### src/rtl/cpu_pkg.sv
`default_nettype none
// ============================================================================
// Module      : cpu_pkg
// Description : Shared cycle-state, opcode-class and helper definitions for
//               the 16-bit Harvard CPU (sequencer, ALU, register file).
// Revision    : 1.0 - initial release
// ============================================================================
package cpu_pkg;

    // One-hot cycle state encodings; all-zero marks the halted machine
    localparam logic [2:0] ST_FETCH = 3'b001;
    localparam logic [2:0] ST_EXEC1 = 3'b010;
    localparam logic [2:0] ST_EXEC2 = 3'b100;
    localparam logic [2:0] ST_HALT  = 3'b000;

    // ALU-class load opcode (inst[15:12])
    localparam logic [3:0] OP_LDR   = 4'b1101;

    // Control-class sub-opcodes (inst[14:12] when inst[15] = 0)
    localparam logic [2:0] CTL_MOV  = 3'b000;
    localparam logic [2:0] CTL_JMP  = 3'b010;
    localparam logic [2:0] CTL_JZ   = 3'b011;
    localparam logic [2:0] CTL_HALT = 3'b100;

    typedef enum logic [2:0] {
        S_HALT  = ST_HALT,
        S_FETCH = ST_FETCH,
        S_EXEC1 = ST_EXEC1,
        S_EXEC2 = ST_EXEC2
    } seq_state_t;

    // Next-PC source selection
    typedef enum logic [1:0] {
        PC_HOLD = 2'd0,
        PC_INC  = 2'd1,
        PC_REL  = 2'd2
    } pc_sel_t;

    // Sign-extend an 8-bit branch offset to PC width
    function automatic logic [15:0] sext8(input logic [7:0] value);
        return {{8{value[7]}}, value};
    endfunction

endpackage
`default_nettype wire

### src/rtl/fetch_sequencer_if.sv
`default_nettype none
// ============================================================================
// Module      : fetch_sequencer_if
// Description : Memory / datapath bundle of the fetch sequencer. The master
//               side is the sequencer, the slave side is memory + datapath.
// Revision    : 1.0 - initial release
// ============================================================================
interface fetch_sequencer_if;
    logic        run;
    logic [15:0] imem_data;
    logic        dmem_ready;
    logic        z_flag;
    logic [15:0] pc;
    logic [15:0] inst;
    logic [2:0]  state;
    logic        halted;

    modport master (
        input  run, imem_data, dmem_ready, z_flag,
        output pc, inst, state, halted
    );

    modport slave (
        output run, imem_data, dmem_ready, z_flag,
        input  pc, inst, state, halted
    );
endinterface
`default_nettype wire

### src/rtl/fetch_sequencer_pc_next.sv
`default_nettype none
// ============================================================================
// Module      : pc_next
// Description : Combinational next-PC selection: hold, increment, or add a
//               sign-extended 8-bit offset. All arithmetic wraps modulo 2^16.
// Revision    : 1.0 - initial release
// ============================================================================
module pc_next
    import cpu_pkg::*;
(
    input  wire logic [15:0] i_pc,
    input  pc_sel_t          i_sel,
    input  wire logic [7:0]  i_offset,
    output logic [15:0]      o_pc_next
);

    // Select the next program counter; 16-bit adders wrap naturally
    always_comb begin
        o_pc_next = i_pc;
        case (i_sel)
            PC_INC:  o_pc_next = i_pc + 16'd1;
            PC_REL:  o_pc_next = i_pc + sext8(i_offset);
            default: o_pc_next = i_pc;
        endcase
    end

endmodule
`default_nettype wire

### src/rtl/fetch_sequencer.sv
`default_nettype none
// ============================================================================
// Module      : fetch_sequencer
// Description : Instruction fetch / control sequencer. Owns PC and IR,
//               sequences FETCH / EXEC1 / EXEC2 / HALT, resolves jumps and
//               stretches loads until data memory is ready.
// Revision    : 1.0 - initial release
// ============================================================================
module fetch_sequencer
    import cpu_pkg::*;
#(
    parameter logic [15:0] RESET_PC = 16'h0000
) (
    input  wire logic          clk,
    input  wire logic          rst,
    fetch_sequencer_if.master  bus
);

    seq_state_t  r_state;
    seq_state_t  w_state_nxt;
    logic [15:0] r_pc;
    logic [15:0] r_inst;
    logic [15:0] w_pc_nxt;
    pc_sel_t     w_pc_sel;
    logic        w_load_ir;
    logic        w_is_ldr;
    logic        w_is_halt;
    logic        w_jump_taken;

    // Decode the latched instruction; only meaningful in EXEC1
    always_comb begin
        w_is_ldr     = (r_inst[15:12] == OP_LDR);
        w_is_halt    = !r_inst[15] && (r_inst[14:12] == CTL_HALT);
        w_jump_taken = !r_inst[15] &&
                       ((r_inst[14:12] == CTL_JMP) ||
                        ((r_inst[14:12] == CTL_JZ) && bus.z_flag));
    end

    // Next-state, PC source and IR load selection
    always_comb begin
        w_state_nxt = r_state;
        w_pc_sel    = PC_HOLD;
        w_load_ir   = 1'b0;
        case (r_state)
            S_FETCH: begin
                if (bus.run) begin
                    w_load_ir   = 1'b1;
                    w_pc_sel    = PC_INC;
                    w_state_nxt = S_EXEC1;
                end
            end
            S_EXEC1: begin
                if (w_is_ldr) begin
                    w_state_nxt = S_EXEC2;
                end else if (w_is_halt) begin
                    w_state_nxt = S_HALT;
                end else begin
                    // Offset is relative to the already-incremented PC
                    if (w_jump_taken) begin
                        w_pc_sel = PC_REL;
                    end
                    w_state_nxt = S_FETCH;
                end
            end
            S_EXEC2: begin
                if (bus.dmem_ready) begin
                    w_state_nxt = S_FETCH;
                end
            end
            S_HALT: begin
                w_state_nxt = S_HALT;
            end
            default: begin
                w_state_nxt = S_FETCH;
            end
        endcase
    end

    pc_next u_pc_next (
        .i_pc      (r_pc),
        .i_sel     (w_pc_sel),
        .i_offset  (r_inst[7:0]),
        .o_pc_next (w_pc_nxt)
    );

    // State, PC and IR registers with asynchronous reset
    always_ff @(posedge clk or posedge rst) begin
        if (rst) begin
            r_state <= S_FETCH;
            r_pc    <= RESET_PC;
            r_inst  <= 16'h0000;
        end else begin
            r_state <= w_state_nxt;
            r_pc    <= w_pc_nxt;
            if (w_load_ir) begin
                r_inst <= bus.imem_data;
            end
        end
    end

    assign bus.pc     = r_pc;
    assign bus.inst   = r_inst;
    assign bus.state  = r_state;
    assign bus.halted = (r_state == S_HALT);

endmodule
`default_nettype wire

### src/flat_wrapper.sv
// flat-port wrapper written by rule: the top's interface ports become plain ports
module fetch_sequencer_flat import cpu_pkg::*;
#(
    parameter logic [15:0] RESET_PC = 16'h0000
)
  (clk, rst, bus_run, bus_imem_data, bus_dmem_ready, bus_z_flag, bus_pc, bus_inst, bus_state, bus_halted);
  fetch_sequencer_if bus_i ();
  input  wire logic clk;
  input  wire logic rst;
  input wire logic [$bits(bus_i.run)-1:0] bus_run;
  input wire logic [$bits(bus_i.imem_data)-1:0] bus_imem_data;
  input wire logic [$bits(bus_i.dmem_ready)-1:0] bus_dmem_ready;
  input wire logic [$bits(bus_i.z_flag)-1:0] bus_z_flag;
  output wire logic [$bits(bus_i.pc)-1:0] bus_pc;
  output wire logic [$bits(bus_i.inst)-1:0] bus_inst;
  output wire logic [$bits(bus_i.state)-1:0] bus_state;
  output wire logic [$bits(bus_i.halted)-1:0] bus_halted;
  assign bus_i.run = bus_run;
  assign bus_i.imem_data = bus_imem_data;
  assign bus_i.dmem_ready = bus_dmem_ready;
  assign bus_i.z_flag = bus_z_flag;
  assign bus_pc = bus_i.pc;
  assign bus_inst = bus_i.inst;
  assign bus_state = bus_i.state;
  assign bus_halted = bus_i.halted;
  fetch_sequencer #(.RESET_PC(RESET_PC)) u_core (.clk(clk), .rst(rst), .bus(bus_i));
endmodule
### config.mk
export PLATFORM = sky130hd
export DESIGN_NAME = fetch_sequencer_flat
export DESIGN_NICKNAME = d
export VERILOG_FILES = /design/src/rtl/cpu_pkg.sv /design/src/rtl/fetch_sequencer_if.sv /design/src/rtl/fetch_sequencer_pc_next.sv /design/src/rtl/fetch_sequencer.sv /design/src/flat_wrapper.sv
export SDC_FILE = /design/constraint.sdc
export NUM_CORES = 1
export LEC_CHECK = 0
export CAP_MARGIN = 10
export CORE_ASPECT_RATIO = 0.8
export CORE_MARGIN = 1.5
export CORE_UTILIZATION = 52
export DETAILED_ROUTE_END_ITERATION = 7
export GPL_ROUTABILITY_DRIVEN = 0
export PLACE_DENSITY = 0.86
export SYNTH_ARGS = -nofsm -noshare
export SYNTH_HDL_FRONTEND = slang
export SYNTH_SLANG_ARGS = --single-unit
### constraint.sdc
create_clock -name clk -period 5.6 [get_ports clk]
set_clock_uncertainty 0.15 [all_clocks]
set_input_delay 1.4 -clock clk [delete_from_list [all_inputs] [get_ports clk]]
set_output_delay 1.4 -clock clk [all_outputs]
set_load 0.005 [all_outputs]
# After elaboration in Yosys (flattened, before gate mapping)

Cells that the tools add are included.

Bits in read-only memories: 0
Memories: 0
Latch bits: 0
Output and inout port bits: 36
Bits in writable memories: 0
Bits in registers: 35

Shifts and indexed selects: 0
Magnitude comparators: 0
Div/mod/pow operators: 0
Reduce and logical (&&, ||, !) cells: 8
Muxes and demuxes: 13
$add $sub $neg: 2
$mul: 0
Bitwise logic cells: 0
Equality and inequality tests: 11

Operator list:

| kind                                          | number |
|---|---|
| case mux 16 bit (2 select lines)              | 1 |
| adder 16 x 1 -> 16 bit, second input constant | 1 |
| adder 16 bit                                  | 1 |
| case mux 3 bit (4 select lines)               | 1 |
| == test 3 x 2 -> 1 bit, second input constant | 3 |
| 2-to-1 mux 3 bit                              | 3 |
| == test 3 bit, second input constant          | 2 |
| 2-to-1 mux 2 bit                              | 3 |
| == test 4 bit, second input constant          | 1 |
| 2-to-1 mux 1 bit                              | 4 |
| inequality test 2 bit, second input constant  | 2 |
| case mux 2 bit (2 select lines)               | 1 |
| == test 3 x 1 -> 1 bit, second input constant | 1 |
| logical AND 1 bit                             | 3 |
| zero test 3 bit                               | 1 |
| == test 2 x 1 -> 1 bit, second input constant | 1 |
| == test 2 bit, second input constant          | 1 |
| AND reduction 2 bit                           | 1 |
| nonzero test 2 bit                            | 1 |
| zero test 1 bit                               | 1 |
| logical OR 1 bit                              | 1 |

# Logic depth before layout (Yosys ltp)

Gate-level depths: netlist (run 1).

Depth after elaboration: 10
Mapped depth: 13
Mapped depth without buffers: 11

# By module

Synthesis (run 1) repeated with hierarchy kept, for this count alone.

Cell total of the unflattened synthesis: 180
Area, all modules: 2082.0 um^2

Modules (own cells, without submodules):

| module          | times used | cells each | area an instance (um^2) | sequential area each (um^2) |
|---|---|---|---|---|
| fetch_sequencer | 1          | 69         | 1242.4                  | 877.1 |
| pc_next         | 1          | 111        | 839.6                   | 0.0 |

# Worst setup path before layout (run 1)

No wires, ideal clock.

Path type: input to register
Start: input bus_run
End: register u_core.r_pc[12], in the netlist u_core.bus.pc[12]
Path buffers: 2
Setup time: 80 ps
Required time: 5370 ps
Data arrival time: 4128 ps
Setup slack: 1242 ps
Stages: 12
Cells stage by stage: nor4bb_1 -> buf_2 -> buf_2 -> inv_1 -> ha_1 -> and2_1 -> fa_1 -> a21o_1 -> a221o_1 -> a21oi_4 -> mux2i_1 -> xnor2_1

Longest elaborated chain between the ends: 4

RTL lines:

| element                                                                       | RTL line                      | RTL |
|---|---|---|
| start, declared                                                               | flat_wrapper.sv:10            | `input wire logic [$bits(bus_i.run)-1:0] bus_run;` |
| 2-to-1 mux 1 bit *                                                            | fetch_sequencer.sv:46         | `if (bus.run) begin` |
| case mux 2 bit (2 select lines) *                                             | fetch_sequencer.sv:44         | `case (r_state)` |
| == test 2 bit / == test 2 x 1 -> 1 bit (equally long branches)                | fetch_sequencer_pc_next.sv:20 | `case (i_sel)` |
| case mux 16 bit (2 select lines) / nonzero test 2 bit (equally long branches) | -                             |  |
| end signal, assigned                                                          | fetch_sequencer.sv:94         | `r_pc <= w_pc_nxt;` |
| end, declared                                                                 | fetch_sequencer.sv:21         | `logic [15:0] r_pc;` |

Mark *: on every way between the ends. The rest lies on a longest branch, timed or not.
A chain may end at the register's enable or synchronous reset.

# Worst setup path in the final report (run 1)

Start: input bus_run
End: register u_core.r_pc[8], in the netlist u_core.bus.pc[8]

The elaborated chain is that of the path after synthesis.

==> run metrics, run 1 <==
M2 GR Usage=34.7%; Skew-Pair Late Insertion Delay=0.29 ns; total of warnings raised by yosys=0; status=completed; met1 Use GR=30.8%; Pwr Density=331 mW/mm2; Mapped Area=0.00206 mm2; Root Driver=clkbuf_8; Sum Neg Setup Slack=0 ns; initial antenna violation count=0; RR Startpoint=u_core.bus.state[1]$_DFFE_PP0P_; fin crit share=78.0%; fmax=0.229 GHz; worst-path maximum fanout=10; # hold bufs at CTS=0; grt ovf=0; total track usage=23.1%; Worst Hold Endpoint=u_core.bus.pc[15]$_DFFE_PP0P_; Syn Nets=225; H-tree Lvls=2; post-CTS setup buffers=0; number of synthesized flops with an enable pin=0; violation count after the first detailed-route iteration=107; Final min period=4.37 ns; routed len/inst=14.9 um; DRC=0; share of layout cells above drive strength 1=7.94%; Buffers on Ports=56; DRT Pass-1 Iters=4; Hold Startpoint=u_core.bus.pc[15]$_DFFE_PP0P_; Max Cap Viol=0; Horiz. Die Dim=73.3 um; Post-synth ARST share=100%; Final Routed Wirelength=4560 um; Slowest cell on crit path=clkdlybuf4s50_1; Post-DRT Antenna Nets=0; Worst-path clk slew=0.07 ns; post-cts resize count=0; ANT cells=0; Most Used Layer, Global Route=met2; Die H=59.3 um; reg-to-reg critical path endpoint=u_core.bus.pc[8]$_DFFE_PP0P_; worst relative slew slack=50.6%; first-pass GRT wire length=7440 um; crit path cell chain=clkdlybuf4s50_1 -> nor4bb_4 -> inv_1 -> ha_1 -> and2_1 -> fa_1 -> a21o_1 -> a221o_1 -> a21oi_4 -> mux2i_1 -> xnor2_1; CP required=5.67 ns; worst-margin pin slew=0.741 ns; hold depth=1; TritonCTS clock tree=built; average size of a mapped cell=10.5 um2; RSZ-0062 raised after global routing=false; total clock sinks=35; LEAKAGE=0.00122 uW; R2R Setup Slk=2.04 ns; sequential area share after synthesis=42.6%; fin nets=281; Worst Path Arrival=4.44 ns; Site Rows=20; Slew Viols, Final=0; largest area contributor in the netlist=dfrtp_1; Final Non-Filler Cells=307; R2R cell count=11; Synth Flop Type=dfrtp_1; HPWL Detailed=3300 um; largest net degree at the start of global routing=36; startpoint types=input pin; VDD IR max=0.273 mV; Yosys cell types=47; Synth top area share=41.4%; Setup crit start=bus_run; FF+latch count, synth=35; Crit. End Element=flop; number of global-route vias before repair=1607; Final Hold Fails=0; fillers=290; Post-Synthesis Cells=195; ranking of synthesized cells by area=dfrtp_1 (41%), mux2_1 (8.8%), ha_1 (4.9%); core box area=0.00380 mm2; Vias/cell=5.47; post-placement cell count=299; via count=1679; Initial Util=54.1%; Setup Viol. Count Final=0; Max Buffers Root-to-Sink=2; GR Util met3=8.33%; Hold/Removal Path Class=flop to flop; area growth from synthesis to layout=35.3%; die area=0.00434 mm2; Crit Path Class=input pin to flop; Worst path max stage delay=0.48 ns; synth cell count leaders=dfrtp_1 (34), mux2_1 (16), nand2_1 (13); cts bufs inserted=5; IO Pins=57; count leader, synth=dfrtp_1
==> metrics by stage <==
| stage | power (uW) | util (%) | setup slack (ns) | area, um2 | hold slack [ns] |
|---|---|---|---|---|---|
| floorplan | 502 | - | 1.24 | 2060 | 0.319 |
| global placement | 685 | 70.2 | 1.03 | 2670 | 0.313 |
| detailed placement | 698 | 70.2 | 0.931 | 2670 | 0.315 |
| CTS | 931 | 73.2 | 1.24 | 2780 | 0.327 |
| global route | 978 | 73.2 | 1.10 | 2780 | 0.354 |
| finish | 921 | 73.2 | 1.23 | 2780 | 0.320 |
==> registers in the layout, summed over array words and instances, names as in the netlist <==
register / flops
u_core.bus.state: 3
u_core.bus.inst: 16
u_core.bus.pc: 16
==> worst max-delay path by stage <==
stage                                                to  slack [ns]  cells past startpoint
after global placement    u_core.bus.pc[12]$_DFFE_PP0P_        1.03                     11
final                      u_core.bus.pc[8]$_DFFE_PP0P_        1.23                     11
after floorplan           u_core.bus.pc[12]$_DFFE_PP0P_        1.24                     12
after global routing      u_core.bus.pc[12]$_DFFE_PP0P_        1.10                     12
after detailed placement   u_core.bus.pc[8]$_DFFE_PP0P_        0.93                     11
after CTS                  u_core.bus.pc[8]$_DFFE_PP0P_        1.24                     11
==> layout by cell type, fill, tap and decap left out, types with 2 or more instances in the layout <==
master           count
a21boi_1             2
a21o_1               3
a21oi_1              6
a31oi_1              3
and2_1               8
and3_1               4
buf_4                2
clkbuf_8             5
clkdlybuf4s50_1     56
dfrtp_1             34
ha_1                 8
inv_1                6
mux2_1              16
mux2_2               2
mux2i_1              7
nand2_1             13
nand2b_1             2
nand3_1              4
nand4_1              3
nor2_1               9
nor3_1              10
nor4_1               5
o2111a_1             2
o21ai_0              3
o21ai_1              2
or2_2                2
or4_1                2
xnor2_1             10
==> kinds of logic (layout without fill, tap and decap cells) <==
| family | count (synthesis) | after routing | share of synthesized area [%] |
|---|---|---|---|
| flip-flops | 35 | 35 | 42.6 |
| buffers and inverters | 15 | 72 | 3.35 |
| AO/OA/AOI/OAI | 32 | 32 | 12.0 |
| XOR/XNOR | 11 | 11 | 4.68 |
| multiplexers | 25 | 25 | 13.3 |
| AND/OR/NAND/NOR | 68 | 68 | 18.2 |
| adder cells (fa/ha/maj) | 9 | 9 | 5.84 |
==> critical path, delay by kind of cell <==
family,cells,cell delay (ns)
muxes,1,0.25
and+or+nand+nor,2,0.52
AOI/OAI and AO/OA,3,0.86
buffers and inverters,2,0.55
xor gates and xnor gates,1,0.13
adders and majority gates,2,0.74
==> layer usage <==
layer | vias to the layer above | share of wire [%]
li1 | 820 | -
met1 | 787 | 45
met2 | 70 | 47
met3 | 2 | 7.3
met4 | 0 | 0.90
met5 | - | 0
==> where the power goes <==
group / total, uW / switching, uW / internal [uW] / leakage [uW]
Combinational: 303 / 101 / 202 / 0.000717
Clock: 228 / 95.2 / 132 / 0.0000581
Sequential: 390 / 65.5 / 325 / 0.000447
Total: 921 / 262 / 659 / 0.00122
==> area by class of cell <==
class                   instances  area [um2]  share of cell area [%]
flip-flops and latches         35         877                    31.5
inverters                       6        22.5                   0.809
clock inverters                 3        43.8                    1.57
well taps                      55        68.8                    2.47
repair buffers                 58         576                    20.7
clock buffers                   5        68.8                    2.47
multi-input cells             145        1130                    40.5
Power figures use the tool's default switching activity.
==> run 2: changes to the inputs <==
--- a/config.mk
+++ b/config.mk
@@ -8,10 +8,10 @@
 export CAP_MARGIN = 10
 export CORE_ASPECT_RATIO = 0.8
 export CORE_MARGIN = 1.5
-export CORE_UTILIZATION = 52
+export CORE_UTILIZATION = 43
 export DETAILED_ROUTE_END_ITERATION = 7
 export GPL_ROUTABILITY_DRIVEN = 0
-export PLACE_DENSITY = 0.86
+export PLACE_DENSITY = 0.76
 export SYNTH_ARGS = -nofsm -noshare
 export SYNTH_HDL_FRONTEND = slang
 export SYNTH_SLANG_ARGS = --single-unit
==> constraint.sdc (replaced) <==
create_clock -name clk -period 3.69 [get_ports clk]
set_clock_uncertainty 0.15 [all_clocks]
set_input_delay 0.9225 -clock clk [delete_from_list [all_inputs] [get_ports clk]]
set_output_delay 0.9225 -clock clk [all_outputs]
set_load 0.005 [all_outputs]
==> run 2 against run 1 <==
Critical path depth unchanged. Setup slack worse by 1.1 ns. Die area rose by 20%. Register-to-register slack got worse by 1.7 ns. Total power up 53%. Core utilization down 8.4 points. Clock-buffer cell count up 2. Cell count is 7.5% higher. Sequential power rose by 54%. First-iteration DRC count is 9.3% lower. Via count rose by 6.4%. Largest power group unchanged. Highest routed layer unchanged.
==> run metrics, run 2 (synthesized netlist as in run 1, its figures left out) <==
total track usage=20.2%; Max Buffers Root-to-Sink=2; switching part of the total=29.0%; R2R cell count=11; Die H=64.9 um; reg-to-reg critical path endpoint=u_core.bus.pc[10]$_DFFE_PP0P_; number of global-route vias before repair=1664; Worst path max stage delay=0.48 ns; Final Hold Fails=0; Initial Util=44.7%; worst-margin pin slew=0.494 ns; core box area=0.00460 mm2; Vias/cell=5.42; Setup crit start=bus_run; initial antenna violation count=0; Final Util=64.7%; Clk pwr share=20.4%; Horiz. Die Dim=80.3 um; Most Used Layer, Global Route=met2; Sum Neg Setup Slack=0 ns; Worst Hold Endpoint=u_core.bus.pc[15]$_DFFE_PP0P_; Int Power=997 uW; Site Rows=22; fmax=0.280 GHz; Tot Pwr=1400 uW; DRT Pass-1 Iters=4; Slew Viols, Final=0; most common cell after layout, fill and taps aside=clkdlybuf4s50_1; fillers=381; Post-DRT Antenna Nets=0; Final min period=3.58 ns; worst-path maximum fanout=7; post-placement cell area=0.00280 mm2; HPWL Detailed=3590 um; share of layout cells above drive strength 1=17.4%; CP required=3.74 ns; met1 Use GR=29.1%; TritonCTS clock tree=built; largest net degree at the start of global routing=24; Hold Startpoint=u_core.bus.pc[15]$_DFFE_PP0P_; post-layout instance area=0.00298 mm2; grt ovf=0; VDD IR max=0.274 mV; Flop pwr share=42.8%; Crit Path Class=input pin to flop; Skew-Pair Late Insertion Delay=0.29 ns; crit path cell chain=clkdlybuf4s50_1 -> nor4bb_4 -> inv_2 -> ha_4 -> and2_4 -> fa_2 -> a21o_1 -> a221o_1 -> a21oi_4 -> mux2i_1 -> xnor2_1; Logic pwr share=36.8%; Worst-path clk slew=0.06 ns; first-pass GRT wire length=8070 um; R2R Setup Slk=0.38 ns; Net Switching=408 uW; RSZ-0062 raised after global routing=false; area growth from synthesis to layout=44.6%; Max Cap Viol=0; violation count after the first detailed-route iteration=97; ANT cells=0; Pwr Density=472 mW/mm2; DRC=0; Final Non-Filler Cells=330; Root Driver=clkbuf_8; worst relative slew slack=67.0%; commonest non-fill, non-tap cells in the layout=clkdlybuf4s50_1 (55), dfrtp_1 (34), buf_4 (20), mux2_1 (16), nand2_1 (13); RR Startpoint=u_core.bus.state[1]$_DFFE_PP0P_; Slowest cell on crit path=clkdlybuf4s50_1; M2 GR Usage=29.5%; LEAKAGE=0.00131 uW; total clock sinks=35; fin nets=299; Final Routed Wirelength=4910 um; startpoint types=input pin; status=completed; hold depth=1; Crit. End Element=flop; cts bufs inserted=5; GR Util met3=5.35%; Worst Path Arrival=3.63 ns; post-placement cell count=320; routed len/inst=14.9 um; Setup Viol. Count Final=0; die area=0.00521 mm2; via count=1787; IO Pins=57; Buffers on Ports=56; fin crit share=97.0%; H-tree Lvls=2; Hold/Removal Path Class=flop to flop
## run 2: timing repair
item | in CTS | in global routing
pin swaps | 3 | 7
gates resized for setup | 2 | 8
hold endpoints to repair | 0 | 0
hold buffers | 0 | 0
setup buffers | 1 | 1
setup endpoints to repair | 7 | 8
## run 2: worst max-delay path by stage
stage                     depth (start not counted)                            end  slack, ns
after global routing                             11  u_core.bus.pc[10]$_DFFE_PP0P_       0.01
after floorplan                                  12  u_core.bus.pc[12]$_DFFE_PP0P_       0.04
after CTS                                        11  u_core.bus.pc[10]$_DFFE_PP0P_       0.02
final                                            11  u_core.bus.pc[10]$_DFFE_PP0P_       0.11
after global placement                           11  u_core.bus.pc[10]$_DFFE_PP0P_      -0.29
after detailed placement                         11  u_core.bus.pc[10]$_DFFE_PP0P_      -0.40
## run 2: metrics by stage
| step | hold slack [ns] | setup slack (ns) |
|---|---|---|
| 3_3_place_gp | 0.314 | -0.294 |
| 6_report | 0.318 | 0.112 |
| 2_1_floorplan | 0.319 | 0.0428 |
| 3_5_place_dp | 0.320 | -0.397 |
| 4_1_cts | 0.329 | 0.0166 |
| 5_1_grt | 0.354 | 0.00990 |
## run 2: routing by layer
layer	wire length (um)	vias to the layer above	share of wire, %
met2	2180	63	44
met1	2380	856	48
met4	49	0	1.0
met5	0	-	0
met3	301	7	6.1
li1	-	861	-
## run 2: final cells by class
cell class	count	area [um2]	share of cell area [%]
multi-input combinational	145	1200	40.2
sequential	35	877	29.5
timing repair buffer	76	713	24.0
clock buffer	7	86.3	2.90
tap	60	75.1	2.52
inverter	6	22.5	0.757
clock inverter	1	5.00	0.168
## run 2: worst max-delay path: cells and delay by family
| family | cells | cell delay [ns] |
|---|---|---|
| fa+ha+maj | 2 | 0.54 |
| mux | 1 | 0.27 |
| simple gates | 2 | 0.39 |
| buf+inv | 2 | 0.57 |
| xor+xnor | 1 | 0.14 |
| compound gates | 3 | 0.80 |
## run 2: power by group through the flow
stage,Sequential [uW],Clock [uW],Combinational [uW]
2_1_floorplan,587,0,179
3_3_place_gp,595,0,486
6_report,602,286,517
4_1_cts,598,290,508
3_5_place_dp,601,0,497
5_1_grt,619,318,560
==> run 3: changes to the inputs <==
--- a/config.mk
+++ b/config.mk
@@ -6,7 +6,7 @@
 export NUM_CORES = 1
 export LEC_CHECK = 0
 export CAP_MARGIN = 10
-export CORE_ASPECT_RATIO = 0.8
+export CORE_ASPECT_RATIO = 1.2
 export CORE_MARGIN = 1.5
 export CORE_UTILIZATION = 43
 export DETAILED_ROUTE_END_ITERATION = 7
==> run 3 against run 2 <==
Cell area fell by 2.3%. Sequential power fell by 1%. Setup slack improved by 0.033 ns. Core utilization fell by 1.4 points. Combinational power fell by 3%. Critical endpoint unchanged.
==> run metrics, run 3 (synthesized netlist as in run 1, its figures left out) <==
Vias/cell=5.49; DRT Pass-1 Iters=5; Pwr Density=479 mW/mm2; violation count after the first detailed-route iteration=57; Final Hold Fails=0; largest net degree at the start of global routing=36; met3 WL=287 um; Setup Viol. Count Final=0; Sum Neg Setup Slack=0 ns; Max Cap Viol=0; Max Buffers Root-to-Sink=2; Skew-Pair Late Insertion Delay=0.30 ns; reg-to-reg critical path endpoint=u_core.bus.pc[10]$_DFFE_PP0P_; Hold/Removal Path Class=flop to flop; Buffers on Ports=56; VDD IR max=0.397 mV; ANT cells=0; HPWL Detailed=3540 um; Die H=78.8 um; cts bufs inserted=5; commonest non-fill, non-tap cells in the layout=clkdlybuf4s50_1 (56), dfrtp_1 (34), buf_4 (18), mux2_1 (16), nand2_1 (13); Tot Pwr=1390 uW; number of global-route vias before repair=1730; grt ovf=0; Initial Util=44.8%; most common cell after layout, fill and taps aside=clkdlybuf4s50_1; fin crit share=96.1%; IO Pins=57; Crit. End Element=flop; startpoint types=input pin; Final Routed Wirelength=4950 um; Final Util=63.3%; first-pass GRT wire length=8090 um; total track usage=20.2%; fmax=0.282 GHz; Final min period=3.54 ns; Slew Viols, Final=0; met1 WL=2130 um; Hold WS=0.320 ns; Top Layer Used=met4; RR Startpoint=u_core.bus.inst[15]$_DFFE_PP0P_; Horiz. Die Dim=66.1 um; area growth from synthesis to layout=41.4%; Post-DRT Antenna Nets=0; total clock sinks=35; hold depth=1; DRC=0; via count=1790; Root Driver=clkbuf_8; worst-margin pin slew=0.457 ns; Final WS setup=0.146 ns; LEAKAGE=0.00129 uW; share of layout cells above drive strength 1=14.9%; worst relative slew slack=69.5%; dpl ws=-0.326 ns; R2R Setup Slk=0.55 ns; register area=877 um2; Worst-path clk slew=0.07 ns; CP required=3.76 ns; worst-path maximum fanout=7; fillers=404; Hold Startpoint=u_core.bus.pc[15]$_DFFE_PP0P_; Worst Hold Endpoint=u_core.bus.pc[15]$_DFFE_PP0P_; fin nets=297; wire length on met2=2410 um; footprint of the multi-input gates=0.00115 mm2; core box area=0.00459 mm2; routed len/inst=15.2 um; status=completed; TritonCTS clock tree=built; Site Rows=27; Worst Path Arrival=3.61 ns; # hold bufs at CTS=0; die area=0.00521 mm2; R2R cell count=11; initial antenna violation count=0; Crit Path Class=input pin to flop; H-tree Lvls=2
==> run 3: what timing repair did <==
item,CTS,global route
pin swaps,3,4
setup buffers,1,1
cloned,0,0
endpoints found under the setup margin,3,3
resized for setup,1,3
==> run 3: where the power goes <==
group,leakage [uW],switching (uW),internal [uW],total (uW)
Clock,0.0000482,148,151,299
Sequential,0.000447,100,494,594
Combinational,0.000794,167,335,501
==> run 3: critical path, cell delays in order <==
cell and delay (ns):
clkdlybuf4s50_1 0.44, nand2b_1 0.10, and3_4 0.19, ha_4 0.16
nand2b_1 0.07, ha_2 0.19, fa_2 0.37, a21o_1 0.19
a221o_1 0.40, a21oi_4 0.21, mux2i_1 0.24, xnor2_1 0.13
==> run 3: through the flow <==
step,instances,cell area (um2)
after global routing,326,2910
after global placement,316,2780
after CTS,325,2890
final,326,2910
after detailed placement,316,2780
after floorplan,195,2070
==> run 3: how the worst max path moves through the flow <==
| stage | start | to | slack [ns] | cells past startpoint |
|---|---|---|---|---|
| after floorplan | bus_run | u_core.bus.pc[12]$_DFFE_PP0P_ | 0.04 | 12 |
| after global placement | bus_run | u_core.bus.pc[12]$_DFFE_PP0P_ | -0.28 | 11 |
| after detailed placement | bus_run | u_core.bus.pc[8]$_DFFE_PP0P_ | -0.33 | 11 |
| after CTS | bus_run | u_core.bus.pc[10]$_DFFE_PP0P_ | 0.08 | 11 |
| after global routing | bus_z_flag | u_core.bus.pc[10]$_DFFE_PP0P_ | -0.01 | 12 |
| final | bus_z_flag | u_core.bus.pc[10]$_DFFE_PP0P_ | 0.15 | 12 |
==> run 3: final cells by class <==
| type | count | share of cell area, % |
|---|---|---|
| Tap cell | 58 | 2.50 |
| Sequential cell | 35 | 30.2 |
| Inverter | 6 | 0.775 |
| Clock buffer | 7 | 2.97 |
| Clock inverter | 1 | 0.172 |
| Timing Repair Buffer | 74 | 23.9 |
| Multi-Input combinational cell | 145 | 39.5 |
==> run 3: metal layers <==
layer / GRT usage (%) / vias to the layer above
met5: 0 / -
met4: 7.35 / 0
met3: 5.81 / 11
met2: 33.2 / 60
met1: 25.1 / 865
li1: - / 854
